$ cat src/rtl/putbits.sv
`default_nettype none
// ============================================================================
//  Module   : putbits
//  Purpose  : MSB-first bitstream writer. Packs variable-length fields
//             (0..32 bits) into a byte stream, supports byte alignment with
//             zero padding, and keeps a running count of emitted bits.
//  Ports    : clk, rst            - clock, synchronous active-high reset
//             in_valid/in_ready   - command handshake
//             in_val, in_n        - field value (right-justified) and length
//             in_align            - pad with zeros to the next byte boundary
//             out_valid/out_ready - byte handshake
//             out_byte            - next stream byte
//             bitcount            - total bits accepted (mod 2^32)
//             idle                - no pending bits
//  Revision : 1.0 - initial release
// ============================================================================
module putbits #(
    parameter int ACC_W = 64
) (
    input  logic        clk,
    input  logic        rst,
    input  logic        in_valid,
    output logic        in_ready,
    input  logic [31:0] in_val,
    input  logic [5:0]  in_n,
    input  logic        in_align,
    output logic        out_valid,
    input  logic        out_ready,
    output logic [7:0]  out_byte,
    output logic [31:0] bitcount,
    output logic        idle
);

    localparam logic [6:0] c_MAX_N = 7'd32;
    localparam logic [6:0] c_ACC_W = 7'(ACC_W);

    // Pending bits are left-justified: the oldest bit sits at the MSB and
    // everything below the valid count is kept at zero, so insertion is a
    // plain OR and a pop is a plain shift.
    logic [ACC_W-1:0] r_acc;
    logic [6:0]       r_cnt;
    logic [31:0]      r_bitcount;

    logic             w_pop;
    logic             w_take;
    logic [ACC_W-1:0] w_acc_p;
    logic [6:0]       w_cnt_p;
    logic [6:0]       w_n;
    logic [ACC_W-1:0] w_mask;
    logic [ACC_W-1:0] w_field;
    logic [6:0]       w_shamt;
    logic [ACC_W-1:0] w_ins;
    logic [6:0]       w_pad;
    logic [6:0]       w_add;
    logic [ACC_W-1:0] w_acc_nxt;
    logic [6:0]       w_cnt_nxt;
    logic [31:0]      w_bitcount_nxt;

    // All outputs come from registered state only.
    assign in_ready  = (r_cnt <= 7'd32);
    assign out_valid = (r_cnt >= 7'd8);
    assign out_byte  = r_acc[ACC_W-1 -: 8];
    assign idle      = (r_cnt == 7'd0);
    assign bitcount  = r_bitcount;

    assign w_pop  = out_valid && out_ready;
    assign w_take = in_valid && in_ready;

    always_comb begin
        w_acc_p        = r_acc;
        w_cnt_p        = r_cnt;
        w_n            = {1'b0, in_n};
        w_mask         = '0;
        w_field        = '0;
        w_shamt        = '0;
        w_ins          = '0;
        w_pad          = '0;
        w_add          = '0;
        w_acc_nxt      = r_acc;
        w_cnt_nxt      = r_cnt;
        w_bitcount_nxt = r_bitcount;

        // Pop is applied first so an accept in the same cycle lands right
        // behind the remaining bits.
        if (w_pop) begin
            w_acc_p = {r_acc[ACC_W-9:0], 8'h00};
            w_cnt_p = r_cnt - 7'd8;
        end

        if (w_n > c_MAX_N) begin
            w_n = c_MAX_N;
        end

        // Mask of n ones (n = 0 gives an empty mask).
        w_mask  = {{(ACC_W-32){1'b0}}, 32'hFFFF_FFFF} >> (c_MAX_N - w_n);
        w_field = {{(ACC_W-32){1'b0}}, in_val} & w_mask;

        // Accept only happens with c' <= 32 and n <= 32, so the shift is
        // bounded by 0..64; a shift of 64 only occurs with an empty field.
        w_shamt = c_ACC_W - w_cnt_p - w_n;
        w_ins   = w_field << w_shamt;

        w_pad   = {4'd0, 3'd0 - w_cnt_p[2:0]};
        w_add   = in_align ? w_pad : w_n;

        w_acc_nxt = w_acc_p;
        w_cnt_nxt = w_cnt_p;
        if (w_take) begin
            // Padding bits are zeros, already present below the count.
            if (!in_align) begin
                w_acc_nxt = w_acc_p | w_ins;
            end
            w_cnt_nxt      = w_cnt_p + w_add;
            w_bitcount_nxt = r_bitcount + {25'd0, w_add};
        end
    end

    always_ff @(posedge clk) begin
        if (rst) begin
            r_acc      <= '0;
            r_cnt      <= '0;
            r_bitcount <= '0;
        end else begin
            r_acc      <= w_acc_nxt;
            r_cnt      <= w_cnt_nxt;
            r_bitcount <= w_bitcount_nxt;
        end
    end

endmodule
`default_nettype wire

$ cat config.mk
export PLATFORM = sky130hd
export DESIGN_NAME = putbits
export DESIGN_NICKNAME = d
export VERILOG_FILES = /design/src/rtl/putbits.sv
export SDC_FILE = /design/constraint.sdc
export NUM_CORES = 1
export LEC_CHECK = 0
export CAP_MARGIN = 20
export CORE_AREA = 2 2 165 167
export DETAILED_ROUTE_END_ITERATION = 10
export DIE_AREA = 0 0 167 169
export HOLD_SLACK_MARGIN = 0.02
export SETUP_SLACK_MARGIN = 0.3
export SYNTH_ARGS = -nofsm -noshare
export SYNTH_HDL_FRONTEND = slang
export SYNTH_SLANG_ARGS = --single-unit
$ cat constraint.sdc
create_clock -name clk -period 5.4 [get_ports clk]
set_input_delay 1.08 -clock clk [delete_from_list [all_inputs] [get_ports clk]]
set_output_delay 1.08 -clock clk [all_outputs]
set_load 0.1 [all_outputs]
Word level (Yosys, flattened, before mapping)
Index checks and enable logic that the tools add are counted.
{ "word_totals": {"reg_bits": 103, "input_bits": 43, "output_inout_bits": 43} }
{ "op_classes": {"add_sub_neg": 7, "n_lt_le_gt_ge": 3, "shift": 2, "mux": 7, "bitwise_logic": 2, "reduce_logical": 3} }
{ "ops": {"columns": ["operator", "n"], "rows": [
  ["$mux 64", 3],
  ["$and 32x64->64", 1],
  ["$or 64x64->64", 1],
  ["$shl 64x7->64", 1],
  ["$shr 32x7->64 const A", 1],
  ["$add 32x7->32", 1],
  ["$mux 7", 3],
  ["$add 7x7->7", 1],
  ["$ge 7x4->1 const B", 1],
  ["$le 7x6->1 const B", 1],
  ["$logic_not 7->1", 1],
  ["$sub 6x7->7 const A", 1],
  ["$sub 7x4->7 const B", 1],
  ["$sub 7x7->7", 1],
  ["$sub 7x7->7 const A", 1],
  ["$gt 6x6->1 const B", 1],
  ["$mux 6", 1],
  ["$sub 1x3->3 const A", 1],
  ["$logic_and 1x1->1", 2]
]} }

Longest topological paths before layout
{ "logic_depth": {"ltp_word": 9, "depth_mapped": 22} }

Worst setup path after synthesis
OpenSTA, ideal clock, no wires.
{ "synth_path": {"path_kind": "reg2reg", "startpoint": "reg r_cnt[1]", "endpoint": "reg r_acc[52]", "setup_ns": 0.095, "arrival_ns": 5.193, "setup_slack_ns": 0.112, "path_stages_with_launch": 20, "path_buffers": 5, "cell_sequence": "dfxtp_1 inv_1 ha_1 ha_1 a21boi_0 nand2_1 and2_1 clkbuf_1 buf_1 xnor2_1 ha_1 ha_1 xnor2_1 clkbuf_1 clkbuf_1 clkbuf_1 nand3_1 a21oi_1 nor2_1 a221oi_1"} }
{ "synth_via": {"elab_chain_len": 9, "word_cells_on_any_way": 13} }
{ "synth_rtl": {"columns": ["element", "line_no", "rtl"], "rows": [
  ["start, declared", "41", "logic [6:0] r_cnt;"],
  ["start signal, assigned", "125", "r_cnt <= w_cnt_nxt;"],
  ["$ge 7x4->1 *", "61", "assign out_valid = (r_cnt >= 7'd8);"],
  ["via out_valid", "27", "output logic out_valid,"],
  ["$logic_and 1x1->1 *", "66", "assign w_pop = out_valid && out_ready;"],
  ["$mux 7", "85", "if (w_pop) begin"],
  ["$sub 7x7->7 (2 in a row)", "100", "w_shamt = c_ACC_W - w_cnt_p - w_n;"],
  ["$shl 64x7->64", "101", "w_ins = w_field << w_shamt;"],
  ["$or 64x64->64", "111", "w_acc_nxt = w_acc_p | w_ins;"],
  ["$mux 64", "110", "if (!in_align) begin"],
  ["$mux 64 *", "108", "if (w_take) begin"],
  ["end signal, assigned", "124", "r_acc <= w_acc_nxt;"],
  ["end, declared", "40", "logic [ACC_W-1:0] r_acc;"]
]} }
Mark *: on every way through the listed nets, which the timed path passes. The rest lies on a longest branch.
A chain may end at the register's enable or synchronous reset.

Worst setup path after layout
{ "layout_path": {"startpoint": "in in_n[5]", "endpoint": "reg r_acc[37]"} }
{ "layout_via": {"elab_chain_len": 9, "word_cells_on_any_way": 10} }
{ "layout_rtl": {"columns": ["element", "line_no", "rtl"], "rows": [
  ["start, declared", "25", "input logic [5:0] in_n,"],
  ["$gt 6x6->1", "90", "if (w_n > c_MAX_N) begin"],
  ["$mux 6 *", "90", null],
  ["$sub 6x7->7", "95", "w_mask = {{(ACC_W-32){1'b0}}, 32'hFFFF_FFFF} >> (c_MAX_N - w_n);"],
  ["$shr 32x7->64", "95", null],
  ["$and 32x64->64", "96", "w_field = {{(ACC_W-32){1'b0}}, in_val} & w_mask;"],
  ["$shl 64x7->64 *", "101", null],
  ["$or 64x64->64 *", "111", null],
  ["$mux 64 *", "110", null],
  ["$mux 64 *", "108", null]
]} }
Every way passes the cells marked *; elsewhere a longest branch is shown, timed or not.

==> flow_metrics.env <==
export IMPL_relSlewSlack=0.327
export IMPL_die_area_um2=28200
export IMPL_syn_area_per_cell_um2=7.27
export IMPL_final_layout_size_suffix_gt1_frac=0.117
export IMPL_final_antenna_net_count=0
export IMPL_clock_fmax_mhz=208
export IMPL_antennaDiodeCount=0
export IMPL_avgViaCountPerCell=6.12
export IMPL_tns_ns=0
export IMPL_place_gp_congestion=0.981
export IMPL_rsz0062_at_grt="yes"
export IMPL_cp_data_arrival_time_ns=5.07
export IMPL_grt_total_usage=0.254
export IMPL_final_cell_mix="166 x nand2_1, 138 x nor2_1, 103 x dfxtp_1"
export IMPL_vias=10400
export IMPL_drc_errors=0
export IMPL_ys_types=86
export IMPL_critPathMaxFanout=36
export IMPL_clock_sinks=103
export IMPL_async_flop_share=0
export IMPL_layout_commonest_cell="nand2_1"
export IMPL_r2r_slack_ns=0.70
export IMPL_outcome="completed"
export IMPL_fin_ws_ns=0.603
export IMPL_grt_pass1_vias=9815
export IMPL_clkSlewWorstSetupHoldPaths_ns=0.08
export IMPL_io_buffers=85
export IMPL_cts_buffers=9
export IMPL_avgRoutedWirePerCell_um=21.5
export IMPL_grt_pass1_wl_um=57000
export IMPL_max_cap_violations=0
export IMPL_area_delta_synth_final_pct=21.0
export IMPL_die_h_um=169
export IMPL_hold_start="r_acc[5]$_SDFF_PP0_"
export IMPL_synth_edf_count=0
export IMPL_drt_initial_drc_count=1096
export IMPL_min_delay_path_depth=2
export IMPL_endpoint_kind="flop"
export IMPL_rr_worst_depth=19
export IMPL_finClkSkew_ns=0.0170
export IMPL_worstSkewPairLatency_ns=0.37
export IMPL_ys_seq_area_frac=0.225
export IMPL_period_share=0.888
export IMPL_layout_nets=1421
export IMPL_rows=60
export IMPL_synth_nets=1334
export IMPL_antenna_found_initial=0
export IMPL_hpwl_um=27600
export IMPL_finalHoldViolCount=0
export IMPL_multiInputGateArea_um2=6640
export IMPL_clock_path_buffers=2
export IMPL_hold_ws_ns=0.458
export IMPL_worstHoldEndpoint="r_acc[5]$_SDFF_PP0_"
export IMPL_cts_tree="built"
export IMPL_synth_top_area_cell="dfxtp_1"
export IMPL_critPathLaunchType="input port"
export IMPL_wirelength_um=36400
export IMPL_grt_max_degree=69
export IMPL_post_place_ws_ns=0.119
export IMPL_nFillCells=2762
export IMPL_coreArea_um2=26500
export IMPL_seq_area_um2=2060
export IMPL_r2r_start="r_cnt[1]$_SDFFE_PP0P_"
export IMPL_ctsRootBufferMaster="clkbuf_16"
export IMPL_synth_area_leaders="dfxtp_1 23%, nand2_1 6.9%, nor2_1 5.7%, mux2i_1 4.4%, a21oi_1 3.9%"
export IMPL_synth_seq_cells=103
export IMPL_io_pins=86
export IMPL_ys_flop_type="dfxtp_1"
export IMPL_setup_worst_path_class="in -> reg"
export IMPL_die_w_um=167
export IMPL_ys_warn_count=0
export IMPL_min_path_type="reg -> reg"
export IMPL_worstPathRequired_ns=5.67
export IMPL_cts_max_level=3
export IMPL_tightest_slew_ns=1.01
export IMPL_finalCriticalPeriod_ns=4.80
export IMPL_synth_top_cell_area_share=0.225
export IMPL_maxSlewViolCount=0
export IMPL_synthCells=1260
export IMPL_dr_pass1_iters=8
export IMPL_setup_viol=0
export IMPL_r2r_end="r_acc[35]$_SDFF_PP0_"
export IMPL_initial_core_util=0.346
export IMPL_syn_cell_area_um2=9160
export IMPL_grt_ovfl_total=0
worst max-delay path by stage:
stage,startpoint,slack (ns),end
final,in_n[5],0.60,r_acc[37]$_SDFF_PP0_
after global routing,r_cnt[1]$_SDFFE_PP0P_,0.25,r_acc[35]$_SDFF_PP0_
after CTS,in_n[5],0.48,r_acc[50]$_SDFF_PP0_
after detailed placement,in_n[5],0.12,r_acc[50]$_SDFF_PP0_
after floorplan,r_cnt[1]$_SDFFE_PP0P_,0.40,r_acc[52]$_SDFF_PP0_
after global placement,in_n[5],0.11,r_acc[50]$_SDFF_PP0_
through the flow:
step,util,cells,cell area (um2)
2_1_floorplan,-,1260,9170
3_3_place_gp,0.406,1677,10800
3_5_place_dp,0.406,1677,10800
4_1_cts,0.418,1693,11100
5_1_grt,0.418,1693,11100
6_report,0.418,1693,11100
registers in the layout, summed over array words and instances, names as in the netlist:
name      count
r_acc        64
bitcount     32
r_cnt         7
cells in the mapped netlist, types with 13 or more instances:
cell type,n
a211oi_1,28
nand3_1,47
clkbuf_1,77
a22oi_1,13
o211ai_1,25
o32ai_1,13
xor2_1,21
inv_1,24
mux2i_1,40
ha_1,28
and2_1,19
and3_1,19
a21oi_1,72
xnor2_1,16
dfxtp_1,103
a31oi_1,33
nand4_1,14
nand2_1,169
o21ai_0,64
nor2b_1,18
nor2_1,138
nor3_1,25
final cells by class:
type	count	share of cell area
sequential	103	0.186
clock inverter	7	0.00779
tap	341	0.0385
timing repair buffer	176	0.139
clock buffer	9	0.0203
multi-input combinational	1030	0.599
inverter	27	0.00914
per-layer routing:
metal / GRT usage / up-vias / share of wire
met1: 0.343 / 4981 / 0.44
met5: 0 / - / 0
met2: 0.414 / 431 / 0.46
met4: 0.0753 / 0 / 0.027
li1: - / 4892 / -
met3: 0.0454 / 63 / 0.071
cell families after synthesis:
kind of cell / synth area share
multiplexers: 0.0646
adder cells (fa/ha/maj): 0.0459
XOR/XNOR: 0.0378
flip-flops: 0.225
buffers and inverters: 0.0564
AND/OR/NAND/NOR: 0.258
AO/OA/AOI/OAI: 0.312
repair_timing:
action / in CTS / in global routing
gates resized for setup: 0 / 4
setup endpoints to repair: 0 / 23
buffers inserted: 0 / 0
hold buffers: 0 / 0
hold endpoints to repair: 0 / 0
worst max-delay path, stage by stage:
cell and delay [ns]:
clkdlybuf4s50_1 0.57, clkinv_1 0.13, nand2_1 0.17, inv_1 0.06
ha_1 0.27, inv_1 0.04, ha_1 0.30, buf_4 0.37
o21ai_0 0.33, nor2_1 0.26, a22oi_1 0.12, o211ai_1 0.37
o21ai_0 0.25, o21ai_0 0.33, o311ai_0 0.18, a211oi_1 0.25
Power is not shown: default switching activity piles up to over one toggle a cycle in this logic, so the estimate is an artifact.
==> edit 1: new RTL, same settings <==
Reset style: asynchronous (`rst`), changed in one clocked block. Comments in the files are not updated.
--- a/src/rtl/putbits.sv
+++ b/src/rtl/putbits.sv
@@ -115,7 +115,7 @@
         end
     end
 
-    always_ff @(posedge clk) begin
+    always_ff @(posedge clk or posedge rst) begin
         if (rst) begin
             r_acc      <= '0;
             r_cnt      <= '0;
Check against the original RTL: differs if rst is asserted again (counterexample within 4 cycles, from zero or initial values and one cycle with rst high); with rst held inactive, the same outputs for 4 cycles.
==> edit 1 against the unedited design <==
Setup slack better by 0.050 ns; sequential cell count unchanged; final cell count is 8.9% lower; area after synthesis is 2.1% lower; die area unchanged; wire length fell by 10%; cell area decreased by 3.3%; critical endpoint is now r_acc[53]$_DFF_PP0_.
Power is not shown: default switching activity piles up to over one toggle a cycle in this logic, so the estimate is an artifact.
==> edit 1: results (changes against the unedited design) <==
Worst setup path
  • Endpoint of the worst register-to-register path: r_acc[49]$_DFF_PP0_ (was r_acc[35]$_SDFF_PP0_)
  • Endpoint of the worst setup timing path: r_acc[53]$_DFF_PP0_ (was r_acc[37]$_SDFF_PP0_)
  • R2R Path Start: r_cnt[1]$_DFFE_PP0P_ (was r_cnt[1]$_SDFFE_PP0P_)
  • Worst Reg-to-Reg Cells: 17 (was 19)
  • R2R setup slack: 0.68 ns (was 0.70 ns)
  • Crit Path Max Fanout: 15 (was 36)

Worst hold path
  • Beginning of the worst hold path: bitcount[31]$_DFFE_PP0P_ (was r_acc[5]$_SDFF_PP0_)
  • Endpoint of the worst hold path: bitcount[31]$_DFFE_PP0P_ (was r_acc[5]$_SDFF_PP0_)

Status
  • Result of the run: complete, no violations (unchanged)

Drt
  • First-pass detailed-route iteration total: 6 (was 8)
  • Wire length on met3: 2.42 mm (was 2.60 mm)
  • Average wire length per cell after detail routing: 21.2 µm (was 21.5 µm)
  • WL met1: 14.2 mm (was 16.1 mm)
  • Via density per instance: 6.01 (was 6.12)
  • Routed met2 length: 14.8 mm (was 16.6 mm)

GRT
  • Wire length of the first global-routing pass: 51.4 mm (was 57.0 mm)
  • Global-route track usage on met3: 0.0353 (was 0.0454)
  • Overall routing resource usage: 0.230 (was 0.254)
  • Number of global-route vias before repair: 8864 (was 9815)
  • Met2 usage in global routing: 0.361 (was 0.414)
  • Maximum number of pins on one net before global-route repair: 74 (was 69)
  • GR Util met1: 0.318 (was 0.343)

STA
  • Worst Clk Skew: 0.0177 ns (was 0.0170 ns)
  • Slew @ Worst Pin: 1.02 ns (was 1.01 ns)

Synthesis
  • Post-Synth Adder-Cell Area: 0.0458 (was 0.0459)
  • Most instantiated flip-flop cell in the synthesis netlist: dfrtp_1 (was dfxtp_1)
  • Share of cell area taken by muxes after synthesis: 0.0690 (was 0.0646)
  • Xor and xnor fraction of the mapped netlist area: 0.0464 (was 0.0378)
  • Unique cell type count in the Yosys netlist: 94 (was 86)
  • Sequential share of the synthesized area: 0.287 (was 0.225)
  • Compound-Gate Fraction of Synth Area: 0.274 (was 0.312)
  • Net count of the mapped netlist: 1196 (was 1334)
  • Asr flop ratio synth: 1.00 (was 0)
  • Most area-consuming cells after synthesis: dfrtp_1, nand2_1, nor2_1 (was dfxtp_1, nand2_1, nor2_1)

Place
  • Half-perimeter wire length after detailed placement: 24.7 mm (was 27.6 mm)
  • Final Wtd Congestion: 1.00 (was 0.981)

Cells and area
  • Number of nets in the layout: 1271 (was 1421)
[edit 1: cell types whose count changed in the layout (fill, tap and decap cells not counted), sizes merged, moves of 11 or more]
cell / before / now
dfrtp: 0 / 103
nand2: 169 / 131
dfxtp: 103 / 0
xor2: 21 / 9
a211oi: 28 / 13
nor2: 138 / 122
xnor2: 16 / 36
o211ai: 26 / 15
buf: 92 / 61
o22ai: 9 / 29
a31oi: 33 / 21
a21oi: 73 / 56
[edit 1: cell type report]
class	count	area (µm²)
multi-input combinational	906	5980
inverter	31	119
clock buffer	12	246
sequential	103	2580
tap	341	427
timing repair buffer	146	1310
fill	2734	15800
clock inverter	4	55.1
[edit 1: cells by family after synthesis]
family,Yosys count
flops,103
xor+xnor,46
compound gates,344
fa+ha+maj,31
mux,59
simple gates,426
buf+inv,113
[edit 1: timing repair]
| item | 4_1_cts | 5_1_grt |
|---|---|---|
| resized for setup | 0 | 3 |
| endpoints found under the setup margin | 0 | 7 |
| endpoints found under the hold margin | 0 | 0 |
[edit 1: stage by stage]
stage	area (µm²)	std cells	hold WS, ns	worst slack [ns]	utilization
4_1_cts	10700	1543	0.476	0.601	0.404
5_1_grt	10700	1543	0.506	0.370	0.404
3_3_place_gp	10400	1527	0.462	0.372	0.393
6_report	10700	1543	0.470	0.653	0.404
3_5_place_dp	10400	1527	0.466	0.378	0.393
2_1_floorplan	8970	1122	0.450	0.337	-
[edit 1: worst max-delay path, stage by stage]
cell	delay, ns
clkdlybuf4s50_1	0.53
clkinv_1	0.10
nand2_1	0.12
ha_1	0.51
buf_4	0.26
nor2b_1	0.19
mux2i_1	0.10
buf_4	0.17
o22ai_1	0.43
nand4_1	0.32
o22ai_1	0.30
o21ai_1	0.11
nor2b_1	0.14
a221oi_1	0.44
a221o_1	0.24
==> edit 2: new RTL, same flow settings <==
Made on the original files. `ACC_W`: 64 -> 96.
--- a/src/rtl/putbits.sv
+++ b/src/rtl/putbits.sv
@@ -15,7 +15,7 @@
 //  Revision : 1.0 - initial release
 // ============================================================================
 module putbits #(
-    parameter int ACC_W = 64
+    parameter int ACC_W = 96
 ) (
     input  logic        clk,
     input  logic        rst,
Check against the original RTL: same outputs for any inputs over 4 cycles, from zero or initial values and one cycle with rst high; that may be too few to reach the edited logic, so the function may still have changed.
==> edit 2 against the unedited design <==
Via count grew 12%; setup slack lost 0.10 ns; wire length rose by 15%; cell area is 14% higher; area after synthesis rose by 16%; sequential cell count up 32; largest cell class unchanged.
Power is left out: the tool's default activity adds up to more than one toggle a clock period on the data nets, which glitch-free logic cannot reach.
==> edit 2: results (changes against the unedited design) <==
Drt
  • Detailed router's first-iteration violation count: 1352 (was 1096)
  • Routed met2 length: 19.0 mm (was 16.6 mm)
  • DR top layer: met5 (was met4)
  • Via count: 11600 (was 10400)
  • Wire length on met3: 3.93 mm (was 2.60 mm)
  • WL met1: 18.2 mm (was 16.1 mm)
  • Average wire length per cell after detail routing: 22.9 µm (was 21.5 µm)

Cells and area
  • Repair and plain buffers: 157 (was 176)
  • Layout multi-input combinational cell count: 1132 (was 1030)
  • FFs & Latches: 135 (was 103)
  • Clkbuf count: 17 (was 9)
  • Buffering overhead: 0.112 (was 0.139)
  • Number of flip-flops under the largest register name: 96 (was 64)
  • Number of inverters outside the clock class in the layout: 36 (was 27)
  • Number of nets in the layout: 1553 (was 1421)
  • P&R area growth vs syn: 18.4% (was 21.0%)
  • Reg area: 2700 µm² (was 2060 µm²)
  • Filler cell count in the final layout: 2636 (was 2762)
  • Final std cells w/o fill: 1833 (was 1693)
  • Share of cells above drive strength 1: 0.111 (was 0.117)

Synthesis
  • Net count of the mapped netlist: 1494 (was 1334)
  • Sequential share of the synthesized area: 0.254 (was 0.225)
  • Most area-consuming cells after synthesis: dfxtp_1, nor2_1, nand2_1 (was dfxtp_1, nand2_1, nor2_1)
  • Synth top cells by count: nor2_1, nand2_1, dfxtp_1 (was nand2_1, nor2_1, dfxtp_1)

GRT
  • GR Util met1: 0.402 (was 0.343)
  • Maximum number of pins on one net before global-route repair: 95 (was 69)
  • Wire length of the first global-routing pass: 64.7 mm (was 57.0 mm)
  • Met2 usage in global routing: 0.460 (was 0.414)
  • Global-route track usage on met3: 0.0617 (was 0.0454)
  • Number of global-route vias before repair: 10900 (was 9815)
  • Overall routing resource usage: 0.291 (was 0.254)

Place
  • Standard cell area after detailed placement: 12000 µm² (was 10800 µm²)
  • Post-place setup slack: 0.200 ns (was 0.119 ns)
  • Half-perimeter wire length after detailed placement: 31.2 mm (was 27.6 mm)
  • Final Wtd Congestion: 0.975 (was 0.981)

Worst setup path
  • Worst Reg-to-Reg Cells: 16 (was 19)
  • R2R setup slack: 0.65 ns (was 0.70 ns)
  • Crit Path Max Fanout: 12 (was 36)
  • Endpoint of the worst setup timing path: r_acc[21]$_SDFF_PP0_ (was r_acc[37]$_SDFF_PP0_)
  • Endpoint of the worst register-to-register path: r_acc[93]$_SDFF_PP0_ (was r_acc[35]$_SDFF_PP0_)
  • Data arrival time of the critical path: 5.18 ns (was 5.07 ns)

STA
  • Headroom to the max-slew limit: 0.296 (was 0.327)
  • Achievable Freq: 0.204 GHz (was 0.208 GHz)
  • Final Hold Slack: 0.461 ns (was 0.458 ns)

Worst hold path
  • Endpoint of the worst hold path: r_acc[7]$_SDFF_PP0_ (was r_acc[5]$_SDFF_PP0_)

Status
  • Result of the run: complete, no violations (unchanged)

CTS
  • H-tree levels: 4 (was 3)
  • Source-to-sink clock delay at the later pin of the worst-skew pair: 0.43 ns (was 0.37 ns)
edit 2: changes by cell type after synthesis, sizes merged, moves of 14 or more:
cell,before,now
o22ai,9,46
a221oi,13,35
nor2,138,174
a21oi,73,87
and2,20,40
dfxtp,103,135
edit 2: worst max-delay path, cell delays in order:
cell and delay, ns:
clkdlybuf4s50_1 0.51, nand2b_1 0.20, ha_1 0.38, buf_4 0.25
or3b_1 0.14, o211ai_1 0.16, or3_1 0.49, and3_1 0.23
o32ai_2 0.37, o22ai_1 0.18, mux2i_1 0.53, a2bb2oi_1 0.47
o32ai_1 0.16
edit 2: logic make-up after synthesis:
logic type / synth area share
compound gates: 0.320
xor+xnor: 0.0319
fa+ha+maj: 0.0386
buf+inv: 0.0600
flops: 0.254
mux: 0.0487
simple gates: 0.246
edit 2: repair_timing:
action / in CTS / in global routing
gates resized for setup: 0 / 6
setup endpoints to repair: 0 / 76
setup buffers: 0 / 0
